### config.mk
export PLATFORM = sky130hd
export DESIGN_NAME = fifo_pop_scheduler
export DESIGN_NICKNAME = d
export VERILOG_FILES = /design/src/rtl/fifo_pop_scheduler.sv
export SDC_FILE = /design/constraint.sdc
export NUM_CORES = 1
export LEC_CHECK = 0
export CORE_AREA = 2 2 122 124
export DETAILED_ROUTE_END_ITERATION = 6
export DIE_AREA = 0 0 124 126
export HOLD_SLACK_MARGIN = 0.03
export PLACE_DENSITY = 0.75
export SKIP_CTS_REPAIR_TIMING = 1
export SYNTH_ARGS = -nofsm -noshare
export SYNTH_HDL_FRONTEND = slang
export SYNTH_SLANG_ARGS = --single-unit
### constraint.sdc
create_clock -name clk -period 3.5 [get_ports clk]
set_input_delay 0.875 -clock clk [delete_from_list [all_inputs] [get_ports clk]]
set_output_delay 0.875 -clock clk [all_outputs]
set_load 0.03 [all_outputs]
### src/rtl/fifo_pop_scheduler.sv
// fifo_pop_scheduler: egress-side round-robin pop scheduler for one
// switch output. It pops the N source FIFOs in bounded bursts and drives a
// single registered valid/ready egress stream.
//
// Ports:
//   clk, reset            clock, synchronous active-high reset
//   fifo_empty [N]        per-source empty flags
//   fifo_data  [N*W]      per-source combinational head words (FIFO i at i*W)
//   fifo_pop   [N]        per-source pop strobe, at most one bit set
//   out_valid/out_ready   egress handshake
//   out_data   [W]        egress payload
//   out_src    [SRC_W]    source index of out_data
//   busy                  a grant is held (BURST state)
//
// Optional build macro FIFO_POP_SCHED_STATS_EN adds per-source 16-bit
// saturating pop counters, read through stat_sel / stat_cnt.

module fifo_pop_scheduler #(
    parameter int N         = 8,
    parameter int W         = 32,
    parameter int SRC_W     = 3,
    parameter int MAX_BURST = 4
) (
    input  logic             clk,
    input  logic             reset,
    input  logic [N-1:0]     fifo_empty,
    input  logic [N*W-1:0]   fifo_data,
    output logic [N-1:0]     fifo_pop,
    output logic             out_valid,
    input  logic             out_ready,
    output logic [W-1:0]     out_data,
    output logic [SRC_W-1:0] out_src,
    output logic             busy
`ifdef FIFO_POP_SCHED_STATS_EN
    ,
    input  logic [SRC_W-1:0] stat_sel,
    output logic [15:0]      stat_cnt
`endif
);

    localparam logic [0:0] IDLE  = 1'b0;
    localparam logic [0:0] BURST = 1'b1;

    localparam logic [3:0]       LAST_BEAT = 4'(MAX_BURST - 1);
    localparam logic [N-1:0]     POP_ONE   = N'(1);
    localparam logic [SRC_W-1:0] LAST_SRC  = SRC_W'(N - 1);

    logic [0:0]       state_q, state_d;
    logic [SRC_W-1:0] grant_q, grant_d;
    logic [SRC_W-1:0] last_grant_q, last_grant_d;
    logic [3:0]       burst_cnt_q, burst_cnt_d;
    logic             out_valid_q, out_valid_d;
    logic [W-1:0]     out_data_q, out_data_d;
    logic [SRC_W-1:0] out_src_q, out_src_d;

    logic [W-1:0]     head_data [N];
    logic             can_load;
    logic             pop_en;
    logic             found;
    logic [SRC_W-1:0] found_idx;
    logic [SRC_W-1:0] cand;

    // Unpack the flat head-word bus so the granted word is a plain index.
    always_comb begin
        for (int i = 0; i < N; i++) begin
            head_data[i] = fifo_data[i*W +: W];
        end
    end

    // The output register may take a new word when it is empty or being
    // drained this cycle; that keeps bursts back-to-back under ready = 1.
    assign can_load = !out_valid_q || out_ready;

    // Pops are suppressed while reset is asserted so that a reset cycle
    // never consumes FIFO words that the cleared register would lose.
    assign pop_en = !reset
                 && (state_q == BURST)
                 && !fifo_empty[grant_q]
                 && can_load;

    assign fifo_pop = pop_en ? (POP_ONE << grant_q) : '0;

    // Round-robin search starting just after the last granted source.
    // The first hit in search order wins, so later hits are ignored.
    always_comb begin
        found     = 1'b0;
        found_idx = '0;
        cand      = '0;
        for (int k = 1; k <= N; k++) begin
            cand = SRC_W'((int'(last_grant_q) + k) % N);
            if (!found && !fifo_empty[cand]) begin
                found     = 1'b1;
                found_idx = cand;
            end
        end
    end

    // Grant / burst control.
    always_comb begin
        state_d      = state_q;
        grant_d      = grant_q;
        last_grant_d = last_grant_q;
        burst_cnt_d  = burst_cnt_q;
        unique case (state_q)
            IDLE: begin
                if (found) begin
                    grant_d      = found_idx;
                    last_grant_d = found_idx;
                    burst_cnt_d  = '0;
                    state_d      = BURST;
                end
            end
            BURST: begin
                // A drained source ends the burst early; a stall
                // (no pop, source not empty) simply holds everything.
                if (fifo_empty[grant_q]) begin
                    state_d = IDLE;
                end else if (pop_en) begin
                    burst_cnt_d = burst_cnt_q + 4'd1;
                    if (burst_cnt_q == LAST_BEAT) begin
                        state_d = IDLE;
                    end
                end
            end
            default: begin
                state_d = IDLE;
            end
        endcase
    end

    // Egress register: reload on a pop, otherwise clear once accepted.
    always_comb begin
        out_valid_d = out_valid_q;
        out_data_d  = out_data_q;
        out_src_d   = out_src_q;
        if (pop_en) begin
            out_valid_d = 1'b1;
            out_data_d  = head_data[grant_q];
            out_src_d   = grant_q;
        end else if (out_valid_q && out_ready) begin
            out_valid_d = 1'b0;
        end
    end

    always_ff @(posedge clk) begin
        if (reset) begin
            state_q      <= IDLE;
            grant_q      <= '0;
            last_grant_q <= LAST_SRC;
            burst_cnt_q  <= '0;
            out_valid_q  <= 1'b0;
            out_data_q   <= '0;
            out_src_q    <= '0;
        end else begin
            state_q      <= state_d;
            grant_q      <= grant_d;
            last_grant_q <= last_grant_d;
            burst_cnt_q  <= burst_cnt_d;
            out_valid_q  <= out_valid_d;
            out_data_q   <= out_data_d;
            out_src_q    <= out_src_d;
        end
    end

    assign out_valid = out_valid_q;
    assign out_data  = out_data_q;
    assign out_src   = out_src_q;
    assign busy      = (state_q == BURST);

`ifdef FIFO_POP_SCHED_STATS_EN
    logic [15:0] stat_q [N];

    // One saturating word counter per source.
    always_ff @(posedge clk) begin
        if (reset) begin
            for (int i = 0; i < N; i++) begin
                stat_q[i] <= '0;
            end
        end else begin
            for (int i = 0; i < N; i++) begin
                if (fifo_pop[i] && (stat_q[i] != 16'hFFFF)) begin
                    stat_q[i] <= stat_q[i] + 16'd1;
                end
            end
        end
    end

    // Indices at or beyond N name no source and read as zero.
    always_comb begin
        stat_cnt = '0;
        for (int i = 0; i < N; i++) begin
            if (int'(stat_sel) == i) begin
                stat_cnt = stat_q[i];
            end
        end
    end
`endif

endmodule
# After elaboration in Yosys (flattened, before gate mapping)
# Index checks and enable logic that the tools add are counted.
dict set report totals {
  register_bits 47
  word_cells 113
}
dict set report classes {
  n_mux 49
  bitwise 2
  n_eq_ne 4
  reduce_logical 31
  n_lt_le_gt_ge 10
  shift 1
  add_sub_neg 9
}
# operator count
set ops {}
lappend ops {{binary-select mux 32 bit (select 3 bit)} 1}
lappend ops {{two-way mux 32 bit} 2}
lappend ops {{less-than comparator 3 x 4 -> 1 bit (second input constant)} 9}
lappend ops {{binary-select mux 1 bit (select 3 bit)} 9}
lappend ops {{two-way mux 3 bit} 8}
lappend ops {{two-way mux 1 bit} 23}
lappend ops {{zero test 1 bit} 16}
lappend ops {{adder 3 bit (second input constant)} 4}
lappend ops {{two-way mux 4 bit} 3}
lappend ops {{logical AND 1 bit} 11}
lappend ops {{two-way mux 8 bit} 1}
lappend ops {{case mux 4 bit (2 select lines)} 1}
lappend ops {{left shift 1 x 3 -> 8 bit (first input constant)} 1}
lappend ops {{adder 3 x 1 -> 3 bit (second input constant)} 2}
lappend ops {{adder 3 x 2 -> 3 bit (second input constant)} 2}
lappend ops {{adder 4 x 1 -> 4 bit (second input constant)} 1}
lappend ops {{== test 4 x 2 -> 1 bit (second input constant)} 1}
lappend ops {{>= comparator 4 bit (second input constant)} 1}
lappend ops {{inequality test 2 bit (second input constant)} 2}
lappend ops {{inverter 3 -> 4 bit} 1}
lappend ops {{AND reduction 3 bit} 1}
lappend ops {{inequality test 2 x 1 -> 1 bit (second input constant)} 1}
lappend ops {{case mux 1 bit (2 select lines)} 1}
lappend ops {{AND reduction 2 bit} 1}
lappend ops {{3 further kinds} 3}

# Depth between registers and ports, before layout
dict set report depth {
  word_depth 26
  mapped_depth 11
  ltp_nobuf 8
}

# Least setup slack after synthesis
# Ideal clock, no wire load.
dict set report synth_timing {
  kind {input -> output}
  from {input fifo_empty[3]}
  to {output fifo_pop[1]}
  required_time_ns 2.625
  arrival_time_ns 2.827
  path_stages 7
  path_slack_ns -0.202
  n_path_buf 2
  cell_sequence {mux4_2 > mux2i_1 > nor3b_2 > buf_4 > buf_4 > nand3_1 > nor3_1}
}
dict set report synth_between {
  elab_chain_len 6
}
# element line_no
set synth_lines {}
lappend synth_lines {{from (decl)} 26} ;# input logic [N-1:0] fifo_empty,
lappend synth_lines {{binary-select mux 1 bit (select 3 bit)} 78} ;# && !fifo_empty[grant_q]
lappend synth_lines {{two-way mux 1 bit (implied by the code)} 78}
lappend synth_lines {{zero test 1 bit} 78}
lappend synth_lines {{logical AND 1 bit} 78}
lappend synth_lines {{logical AND 1 bit} 79} ;# && can_load;
lappend synth_lines {{two-way mux 8 bit} 81} ;# assign fifo_pop = pop_en ? (POP_ONE << grant_q) : '0;
lappend synth_lines {{to (decl)} 28} ;# output logic [N-1:0] fifo_pop,
# No other way between the ends. The select of a mux whose other input is x is not followed.

# Worst setup path in the final report
# Ends and elaborated chain as after synthesis.

==> impl_metrics.prom <==
# TYPE chip_impl_metric gauge
chip_impl_metric{name="combinationalPowerShare",unit="%"} 71.2
chip_impl_metric{name="route.vias.total",unit=""} 5065
chip_impl_info{name="cts_tree",value="built"} 1
chip_impl_metric{name="synth_nets",unit=""} 705
chip_impl_metric{name="dieArea",unit="um^2"} 15620
chip_impl_info{name="ctsRootBufferMaster",value="sky130_fd_sc_hd__clkbuf_16"} 1
chip_impl_info{name="rr_endpoint",value="busy"} 1
chip_impl_metric{name="period_share",unit="%"} 97.73
chip_impl_metric{name="grt_remaining_overflow",unit=""} 0
chip_impl_metric{name="async_flop_share",unit="%"} 0
chip_impl_metric{name="portion_of_total_power_attributed_to_sequential_cells",unit="%"} 17.4
chip_impl_metric{name="grt_start_max_net_pins",unit=""} 52
chip_impl_metric{name="cp_data_required_time",unit="ps"} 2620
chip_impl_info{name="criticalPathCategory",value="input pin to output pin"} 1
chip_impl_metric{name="synth_area",unit="um^2"} 4592
chip_impl_metric{name="report.final.setup_viol",unit=""} 0
chip_impl_metric{name="port_buffers",unit=""} 311
chip_impl_metric{name="ios",unit=""} 312
chip_impl_metric{name="power.density",unit="nW/um^2"} 554.6
chip_impl_metric{name="synth_enable_flop_cells",unit=""} 0
chip_impl_metric{name="count_of_final_hold_check_violations",unit=""} 0
chip_impl_metric{name="grt_first_pass_wirelength",unit="um"} 30000
chip_impl_metric{name="wl_met2",unit="um"} 10560
chip_impl_info{name="highest_layer",value="met5"} 1
chip_impl_info{name="min_path_type",value="register to register"} 1
chip_impl_metric{name="synthesis.yosys.warnings",unit=""} 0
chip_impl_metric{name="fin_nets",unit=""} 1007
chip_impl_metric{name="postLayoutCoreUtil",unit="%"} 56.35
chip_impl_metric{name="min_path_cells",unit=""} 2
chip_impl_metric{name="wirelength_met1",unit="um"} 7765
chip_impl_metric{name="netlist-cell-type-count",unit=""} 60
chip_impl_metric{name="worst_skew_pair_later_pin_latency",unit="ps"} 290
chip_impl_metric{name="reg2reg_depth",unit=""} 9
chip_impl_metric{name="power.static_leakage",unit="nW"} 2.849
chip_impl_metric{name="netSwitchingPower",unit="mW"} 1.904
chip_impl_info{name="r2r_start",value="grant_q[1]"} 1
chip_impl_metric{name="post-route-cell-area",unit="um^2"} 8066
chip_impl_metric{name="maxSlewViolCount",unit=""} 0
chip_impl_metric{name="worst_slew_pin_slew",unit="ps"} 685.0
chip_impl_metric{name="die_h",unit="um"} 126
chip_impl_metric{name="crit_path_max_fanout",unit=""} 4
chip_impl_metric{name="hold-worst-slack",unit="ps"} 495.9
chip_impl_metric{name="clock_tree.buffer_depth",unit=""} 2
chip_impl_metric{name="power.clock.fraction",unit="%"} 11.4
chip_impl_metric{name="viasPerCell",unit=""} 5.493
chip_impl_info{name="synth-main-ff-cell",value="sky130_fd_sc_hd__dfxtp_1"} 1
chip_impl_metric{name="fmax",unit="MHz"} 292.3
chip_impl_metric{name="dp_hpwl",unit="um"} 16580
chip_impl_metric{name="remaining_number_of_nets_flagged_by_the_antenna_check_after_routing",unit=""} 0
chip_impl_metric{name="initial_core_util",unit="%"} 32.08
chip_impl_metric{name="clock_tree.htree_level_count",unit=""} 2
chip_impl_metric{name="drtPass1Iterations",unit=""} 5
chip_impl_metric{name="yosys_register_bits",unit=""} 47
chip_impl_metric{name="clock_skew",unit="ps"} 7.519
chip_impl_info{name="timing.hold.worst_endpoint",value="out_data[31]"} 1
chip_impl_metric{name="synth.yosys.seq_area_share",unit="%"} 20.49
chip_impl_info{name="worst_setup_path_end_kind",value="output pin"} 1
chip_impl_metric{name="critical_path_arrival",unit="ps"} 2550
chip_impl_metric{name="number_of_global_route_vias_before_repair",unit=""} 5260
chip_impl_metric{name="cts_buffers",unit=""} 5
chip_impl_metric{name="cts_num_sinks",unit=""} 47
chip_impl_metric{name="chipWidth",unit="um"} 124
chip_impl_metric{name="dpl_worst_slack",unit="ps"} -314.7
chip_impl_metric{name="synthesis.instances",unit=""} 435
chip_impl_metric{name="drtIter0Drc",unit=""} 337
chip_impl_metric{name="p_int",unit="mW"} 2.569
chip_impl_metric{name="routed_wire_length_per_instance",unit="um"} 21.90
chip_impl_metric{name="antenna_cells",unit=""} 0
chip_impl_metric{name="met3_routed_length",unit="um"} 1223
chip_impl_metric{name="grt_usage",unit="%"} 25.48
chip_impl_metric{name="fraction_of_final_layout_cells_with_drive_strength_greater_than_1",unit="%"} 21.27
chip_impl_info{name="status",value="finished, final reports clean"} 1
chip_impl_metric{name="clkTransAtPathRegs",unit="ps"} 70
chip_impl_metric{name="syn_to_final_growth",unit="%"} 75.67
chip_impl_metric{name="power.switching_fraction",unit="%"} 42.57
chip_impl_metric{name="place_inst",unit=""} 911
chip_impl_metric{name="fin_crit",unit="ps"} 3421
chip_impl_metric{name="synthesis.area_per_instance",unit="um^2"} 10.56
chip_impl_metric{name="row_count",unit=""} 44
chip_impl_metric{name="num-fill-cells",unit=""} 1271
chip_impl_metric{name="antenna_violations_before_repair",unit=""} 2
chip_impl_info{name="rsz0062_at_grt",value="true"} 1
chip_impl_info{name="min-delay-start",value="out_data[31]"} 1
chip_impl_metric{name="reg2reg_setup_slack",unit="ps"} 610
chip_impl_metric{name="post_layout_cell_count",unit=""} 922
chip_impl_metric{name="core-area",unit="um^2"} 14310
chip_impl_metric{name="routed_wl",unit="um"} 20190
chip_impl_info{name="worst_setup_path_start_kind",value="input pin"} 1
chip_impl_metric{name="worst_slack",unit="ps"} 79.37
chip_impl_metric{name="max-cap-violations",unit=""} 0
chip_impl_metric{name="drcViolationCount",unit=""} 0
chip_impl_metric{name="peakVddDrop",unit="mV"} 0.2826
chip_impl_metric{name="dpl_cell_area",unit="um^2"} 7899
chip_impl_metric{name="timing.slew.headroom",unit="%"} 54.33
chip_impl_metric{name="finalWeightedCongestion",unit=""} 1.010
## layout by cell type (no fill, tap or decap), types with 3 or more instances in the layout
| cell type | n |
|---|---|
| sky130_fd_sc_hd__a311oi_1 | 32 |
| sky130_fd_sc_hd__clkdlybuf4s50_1 | 294 |
| sky130_fd_sc_hd__nor2_1 | 50 |
| sky130_fd_sc_hd__mux2_2 | 6 |
| sky130_fd_sc_hd__clkbuf_16 | 5 |
| sky130_fd_sc_hd__nand3_1 | 4 |
| sky130_fd_sc_hd__nand2_1 | 73 |
| sky130_fd_sc_hd__ha_1 | 3 |
| sky130_fd_sc_hd__mux4_2 | 77 |
| sky130_fd_sc_hd__inv_1 | 9 |
| sky130_fd_sc_hd__clkbuf_2 | 6 |
| sky130_fd_sc_hd__o21ai_1 | 3 |
| sky130_fd_sc_hd__buf_4 | 33 |
| sky130_fd_sc_hd__nor3_1 | 3 |
| sky130_fd_sc_hd__a21oi_1 | 6 |
| sky130_fd_sc_hd__o21ai_0 | 5 |
| sky130_fd_sc_hd__xnor2_1 | 3 |
| sky130_fd_sc_hd__dfxtp_1 | 44 |
| sky130_fd_sc_hd__mux2_1 | 4 |
| sky130_fd_sc_hd__nand2b_1 | 4 |
| sky130_fd_sc_hd__nor2b_1 | 3 |
| sky130_fd_sc_hd__mux2i_1 | 7 |
| sky130_fd_sc_hd__buf_6 | 3 |
## registers in the layout (all words and copies together) (netlist names)
| register | flops |
|---|---|
| busy | 1 |
| grant_q | 3 |
| last_grant_q | 3 |
| out_data | 32 |
| out_valid | 1 |
| out_src | 3 |
| burst_cnt_q | 4 |
## synth_stat cells (4+ instances only)
library cell,count,area (um^2)
sky130_fd_sc_hd__a21oi_1,6,30.03
sky130_fd_sc_hd__clkbuf_1,21,78.83
sky130_fd_sc_hd__inv_1,9,33.78
sky130_fd_sc_hd__mux2_2,6,67.56
sky130_fd_sc_hd__buf_2,14,70.07
sky130_fd_sc_hd__buf_4,5,37.54
sky130_fd_sc_hd__o21ai_0,5,25.02
sky130_fd_sc_hd__nand2_1,73,274.0
sky130_fd_sc_hd__dfxtp_1,47,940.9
sky130_fd_sc_hd__mux2_1,4,45.04
sky130_fd_sc_hd__nand3_1,6,30.03
sky130_fd_sc_hd__a311oi_1,32,280.3
sky130_fd_sc_hd__nand2b_1,4,25.02
sky130_fd_sc_hd__mux2i_1,7,70.07
sky130_fd_sc_hd__mux4_2,77,1734
sky130_fd_sc_hd__nor2_1,50,187.7
sky130_fd_sc_hd__nor3_1,5,25.02
## area by class of cell
| cell class | instances | area [um^2] | share of cell area, % |
|---|---|---|---|
| clock buffer | 7 | 152.6 | 1.892 |
| inverter | 12 | 45.04 | 0.5584 |
| sequential | 47 | 949.7 | 11.77 |
| tap | 184 | 230.2 | 2.854 |
| multi-input combinational | 334 | 3423 | 42.44 |
| clock inverter | 1 | 6.256 | 0.07756 |
| timing repair buffer | 337 | 3259 | 40.41 |
## critical path: stages
cell,delay [ps]
sky130_fd_sc_hd__buf_6,90
sky130_fd_sc_hd__mux4_2,480
sky130_fd_sc_hd__mux2i_1,150
sky130_fd_sc_hd__buf_4,150
sky130_fd_sc_hd__nor3b_4,260
sky130_fd_sc_hd__nand3_2,160
sky130_fd_sc_hd__nor3_2,200
sky130_fd_sc_hd__buf_4,180
## worst max path at each step
| stage | start | end | slack [ps] | depth (start not counted) |
|---|---|---|---|---|
| floorplan | fifo_empty[3] | fifo_pop[3] | 10 | 7 |
| global placement | fifo_empty[1] | fifo_pop[1] | -340 | 8 |
| detailed placement | fifo_empty[1] | fifo_pop[1] | -310 | 8 |
| CTS | fifo_empty[1] | fifo_pop[1] | -320 | 8 |
| global route | fifo_empty[3] | fifo_pop[1] | -30 | 8 |
| finish | fifo_empty[3] | fifo_pop[1] | 80 | 8 |
## cells by family after synthesis
logic type               count (synthesis)  share of synthesized area, %
XOR/XNOR                                 6                         1.308
AO/OA/AOI/OAI                           72                         12.89
adder cells (fa/ha/maj)                  3                        0.8175
AND/OR/NAND/NOR                        152                         14.14
flip-flops                              47                         20.49
buffers and inverters                   54                         5.531
multiplexers                           101                         44.82
## per-stage QoR
stage,power [mW],setup TNS (ps)
floorplan,2.988,0
global placement,3.908,-2491
detailed placement,3.949,-2441
CTS,4.479,-2420
global route,4.750,-27.62
finish,4.473,0
## power by group through the flow
stage | clock, mW | combinational [mW] | sequential, mW
4_1_cts | 0.526 | 3.17 | 0.786
5_1_grt | 0.549 | 3.41 | 0.792
6_report | 0.510 | 3.19 | 0.777
3_3_place_gp | 0 | 3.12 | 0.791
2_1_floorplan | 0 | 2.07 | 0.917
3_5_place_dp | 0 | 3.15 | 0.797
## routing by layer
metal  vias to the layer above  global-route usage, %
li1                       2317                      -
met1                      2476                  30.60
met2                       225                  45.31
met3                        43                  5.072
met4                         4                  8.063
met5                         -                      0
No activity file was read; power rests on OpenSTA's default activity.
